===== src/rtl/mem_access_ctrl.sv =====
// Memory-stage access controller: drives a level Rd/Wr handshake to data memory from EX/MEM, N-cycle access = N stall cycles.
// Backpressure: mem_stall holds EX/MEM while a request is outstanding; DONE waits out fetch_stall without reissuing.
module mem_access_ctrl #(
  parameter int DATA_W  = 16,
  parameter int TIMEOUT = 64
) (
  input  logic              clk,
  input  logic              rst,
  input  logic [DATA_W-1:0] addr_in,
  input  logic [DATA_W-1:0] wdata_in,
  input  logic              MemRd_in,
  input  logic              MemWrt_in,
  input  logic              SendNOP_in,
  input  logic              halt_in,
  input  logic              fetch_stall,
  input  logic              mem_done,
  input  logic [DATA_W-1:0] mem_rdata,
  input  logic              mem_err,
  output logic [DATA_W-1:0] mem_addr,
  output logic [DATA_W-1:0] mem_wdata,
  output logic              mem_rd,
  output logic              mem_wr,
  output logic              mem_stall,
  output logic [DATA_W-1:0] rd_data,
  output logic              err,
  output logic              halted
);

  localparam int CNT_W = $clog2(TIMEOUT) + 1;

  typedef enum logic [1:0] {IDLE, BUSY, DONE} state_t;

  state_t            state, state_nxt;
  logic [CNT_W-1:0]  cnt, cnt_nxt;
  logic              req_rd, req_rd_nxt;
  logic              req_wr, req_wr_nxt;
  logic [DATA_W-1:0] rd_data_nxt;
  logic              err_nxt, halted_nxt;
  logic              rd_c, wr_c, stall_c;
  logic              access, misalign;

  assign access   = (MemRd_in | MemWrt_in) & ~SendNOP_in & ~halted & ~err;
  assign misalign = access & addr_in[0];

  assign mem_addr  = addr_in;
  assign mem_wdata = wdata_in;

  // Gate with reset so the request drops the instant reset asserts, even if EX/MEM still shows an access.
  assign mem_rd    = rd_c & rst;
  assign mem_wr    = wr_c & rst;
  assign mem_stall = stall_c & rst;

  always_comb begin
    state_nxt   = state;
    cnt_nxt     = cnt;
    req_rd_nxt  = req_rd;
    req_wr_nxt  = req_wr;
    rd_data_nxt = rd_data;
    err_nxt     = err;
    rd_c        = 1'b0;
    wr_c        = 1'b0;
    stall_c     = 1'b0;
    case (state)
      IDLE: begin
        if (misalign) begin
          err_nxt = 1'b1;
        end else if (access) begin
          rd_c       = MemRd_in;
          wr_c       = MemWrt_in & ~MemRd_in;
          stall_c    = 1'b1;
          req_rd_nxt = rd_c;
          req_wr_nxt = wr_c;
          if (mem_done) begin
            if (rd_c) rd_data_nxt = mem_rdata;
            err_nxt   = err | mem_err;
            state_nxt = DONE;
          end else begin
            state_nxt = BUSY;
            cnt_nxt   = CNT_W'(1);
          end
        end
      end
      BUSY: begin
        rd_c    = req_rd;
        wr_c    = req_wr;
        stall_c = 1'b1;
        if (mem_done) begin
          if (req_rd) rd_data_nxt = mem_rdata;
          err_nxt   = err | mem_err;
          state_nxt = DONE;
        end else if (cnt == CNT_W'(TIMEOUT)) begin
          err_nxt   = 1'b1;
          state_nxt = IDLE;
        end else begin
          cnt_nxt = cnt + CNT_W'(1);
        end
      end
      DONE: begin
        // EX/MEM still holds the finished access while fetch_stall is high; never reissue it.
        if (!fetch_stall) begin
          state_nxt = IDLE;
          cnt_nxt   = '0;
        end
      end
      default: state_nxt = IDLE;
    endcase
    halted_nxt = halted | (halt_in & ~SendNOP_in & ~stall_c);
  end

  always_ff @(posedge clk or negedge rst) begin
    if (!rst) begin
      state   <= IDLE;
      cnt     <= '0;
      req_rd  <= 1'b0;
      req_wr  <= 1'b0;
      rd_data <= '0;
      err     <= 1'b0;
      halted  <= 1'b0;
    end else begin
      state   <= state_nxt;
      cnt     <= cnt_nxt;
      req_rd  <= req_rd_nxt;
      req_wr  <= req_wr_nxt;
      rd_data <= rd_data_nxt;
      err     <= err_nxt;
      halted  <= halted_nxt;
    end
  end

endmodule


===== config.mk =====
export PLATFORM = sky130hd
export DESIGN_NAME = mem_access_ctrl
export DESIGN_NICKNAME = d
export VERILOG_FILES = /design/src/rtl/mem_access_ctrl.sv
export SDC_FILE = /design/constraint.sdc
export NUM_CORES = 1
export LEC_CHECK = 0
export ABC_AREA = 1
export CAP_MARGIN = 10
export CELL_PAD_IN_SITES_DETAIL_PLACEMENT = 1
export CELL_PAD_IN_SITES_GLOBAL_PLACEMENT = 1
export CORE_ASPECT_RATIO = 0.7
export CORE_MARGIN = 2
export CORE_UTILIZATION = 28
export DETAILED_ROUTE_END_ITERATION = 10
export GPL_ROUTABILITY_DRIVEN = 0
export PLACE_DENSITY_LB_ADDON = 0.1
export RECOVER_POWER = 100
export SYNTH_ARGS = -nofsm -noshare
export SYNTH_HDL_FRONTEND = slang
export SYNTH_SLANG_ARGS = --single-unit

===== constraint.sdc =====
create_clock -name clk -period 5 [get_ports clk]
set_input_delay 0.5 -clock clk [delete_from_list [all_inputs] [get_ports clk]]
set_output_delay 0.5 -clock clk [all_outputs]
set_load 0.005 [all_outputs]

==> impl_metrics.ini <==
[final_layout]
post_route_cells_drive_above_1_share = 0.0560
flow.area_growth_from_synthesis_pct = 20.3
final_area_mm2 = 0.00226
utilization = 0.354
insertedDiodeCount = 0
nNetsFinal = 330

[timing]
final_critical_delay_including_setup_and_external_delays_ns = 2.98
timing.final.hold_violations = 0
setup_viol_count_final = 0
worst_pin_slew_ns = 0.686
final_min_period_over_clock_period = 0.596
timing.slew.headroom = 0.542
timing_max_transition_violations_final = 0
highest_achievable_clock_rate_mhz = 336
fin_worst_skew_ns = 0.0128
rsz_0062_raised_after_global_routing = no
finalSetupTns_ns = 0

[setup_path]
crit_path_max_fanout = 4
start_kind = input port
wp_data_arrival_ns = 2.48
worst_r2r_endpoint = rd_data[4]
category_of_the_critical_setup_timing_path = in -> out
r2r.worst_path.cells = 11
critical_path.endpoint_type = output pin
timing.critical_path.required_ns = 4.50
worst-r2r-setup-slack_ns = 2.48
crit-reg2reg-launch = state[1]

[clock_tree]
cts.sinks = 29
insertion_delay_ns = 0.28
cts-buffers-inserted = 5
cts-root-buf = sky130_fd_sc_hd__clkbuf_8
h-tree-depth = 2
cts_setup_buffers = 0
clkSlewWorstSetupHoldPaths_ns = 0.06
cts_max_path_buffers = 2
cts_tree = built
number_of_cells_upsized_or_downsized_after_cts = 0
hold_buffers = 0

[synthesis]
netlist_instances = 249
netlist_area_mm2 = 0.00188
postSynthAreaPerCell_um2 = 7.53
yosys.cell_types.count = 22
net_count_synth = 312
synth.ff_latch_count = 29
synth_warnings = 0
portion_of_the_post_synthesis_area_used_by_sequential_elements = 0.387

[detailed_routing]
drc = 0
detailroute.via_count = 1534
drt_first_iter_violations = 35
wl_um = 4770
antenna_violation_net_count_after_detailed_routing = 0
drt_first_pass_iters = 4
routedWlPerCell_um = 13.3
drt-vias-per-instance = 4.27

[power]
ir_worst_vdd_mv = 0.147
p_switching_w = 0.000383
pwr-share-comb = 0.445
cell_internal_pwr_w = 0.000592
power.share.sequential = 0.359
power.clock.fraction = 0.196
netSwitchingFraction = 0.393
power_density_mw_per_mm2 = 432
static-leakage-power_nw = 1.14

[die]
die-width_um = 102
die_height_um = 72.5
floorplan.die_area_mm2 = 0.00738
num_rows = 24
top_level_ports = 110
core_mm2 = 0.00637
initial_core_util = 0.295

[grt]
grtUsageTotal = 0.138
grt_overflow = 0
grt_pass1_vias = 1542
grt_pass1_wl_um = 7870
grt_antenna_before_repair = 0
grt_max_degree = 31

[hold_path]
hold_path_end = rd_data[15]
holdCritStartpoint = rd_data[15]
hold-path-cell-count = 2
hp-class = reg -> reg

[placed_design]
place_hpwl_um = 3570
placement.io_buffers = 47
dpl-instance-area_mm2 = 0.00219

[status]
outcome = complete, no violations

[flow_run]
timing.max_cap.violations = 0
## critical path, stage by stage
cell and delay, ns:
sky130_fd_sc_hd__dlygate4sd3_1 0.55, sky130_fd_sc_hd__inv_1 0.07, sky130_fd_sc_hd__nand2_1 0.09, sky130_fd_sc_hd__nand3_1 0.11
sky130_fd_sc_hd__nor2_1 0.19, sky130_fd_sc_hd__nand2_1 0.14, sky130_fd_sc_hd__inv_1 0.09, sky130_fd_sc_hd__nand2_1 0.06
sky130_fd_sc_hd__a21oi_1 0.11, sky130_fd_sc_hd__dlygate4sd3_1 0.57
## worst max path at each step
stage,startpoint,endpoint,slack (ns)
after floorplan,SendNOP_in,mem_rd,3.25
after global placement,MemRd_in,mem_rd,2.18
after detailed placement,MemRd_in,mem_rd,2.16
after CTS,MemRd_in,mem_rd,2.15
after global routing,MemRd_in,mem_rd,1.77
final,MemRd_in,mem_rd,2.02
## registers in the layout, indices dropped and copies added, names as in the netlist
register	count
rd_data	16
state	2
halted	1
req_rd	1
err	1
req_wr	1
cnt	7
## cells by family (layout without fill, tap and decap cells)
family	Yosys count	count (layout)	synth area share
AO/OA/AOI/OAI	10	10	0.0267
XOR/XNOR	2	2	0.00934
adder cells (fa/ha/maj)	6	6	0.0400
buffers and inverters	61	80	0.194
flip-flops	29	29	0.387
AND/OR/NAND/NOR	141	141	0.343
## cell type report
cell class / instances / area [um2]
inverters: 24 / 90.1
clock inverters: 2 / 10.0
multi-input cells: 159 / 766
well taps: 91 / 114
flip-flops and latches: 29 / 726
fillers: 800 / 4110
clock buffers: 6 / 72.6
repair buffers: 48 / 478
## Yosys cell counts, drive strengths merged
cell   number  area (um2)
ha          6        75.1
a21oi       7        35.0
buf        37         274
xnor2       1        8.76
xor2        1        8.76
inv        24        90.1
nor2       20         104
nand2      82         323
o21ai       3        15.0
nand3      36         198
dfrtp      29         726
nand4       3        18.8
## metal layers
metal / part of all wire / wire length [um] / track usage
met1: 0.51 / 2450 / 0.204
met2: 0.43 / 2030 / 0.199
met3: 0.054 / 257 / 0.0405
met4: 0.0063 / 30 / 0.0296
met5: 0 / 0 / 0
## power by group through the flow
| stage | Clock [W] | Sequential, W | Combinational [W] |
|---|---|---|---|
| detailed placement | 0 | 0.000359 | 0.000477 |
| finish | 0.000191 | 0.000350 | 0.000434 |
| global route | 0.000208 | 0.000362 | 0.000503 |
| global placement | 0 | 0.000358 | 0.000476 |
| floorplan | 0 | 0.000359 | 0.000276 |
| CTS | 0.000199 | 0.000355 | 0.000479 |
## through the flow
step	hold WS, ns	power (W)	setup slack, ns	std cells
global route	0.499	0.00107	1.77	359
detailed placement	0.460	0.000836	2.16	351
CTS	0.476	0.00103	2.15	359
finish	0.461	0.000976	2.02	359
global placement	0.456	0.000834	2.18	351
floorplan	0.204	0.000634	3.25	249
## layout by cell type (no fill, tap or decap), types with 5 or more instances in the layout
cell	instances
sky130_fd_sc_hd__nand2_1	81
sky130_fd_sc_hd__nand3_1	35
sky130_fd_sc_hd__dfrtp_1	29
sky130_fd_sc_hd__dlygate4sd3_1	24
sky130_fd_sc_hd__clkdlybuf4s50_1	23
sky130_fd_sc_hd__inv_1	22
sky130_fd_sc_hd__nor2_1	17
sky130_fd_sc_hd__a21oi_1	7
sky130_fd_sc_hd__ha_1	6
sky130_fd_sc_hd__clkbuf_8	5
Power figures use the tool's default switching activity.
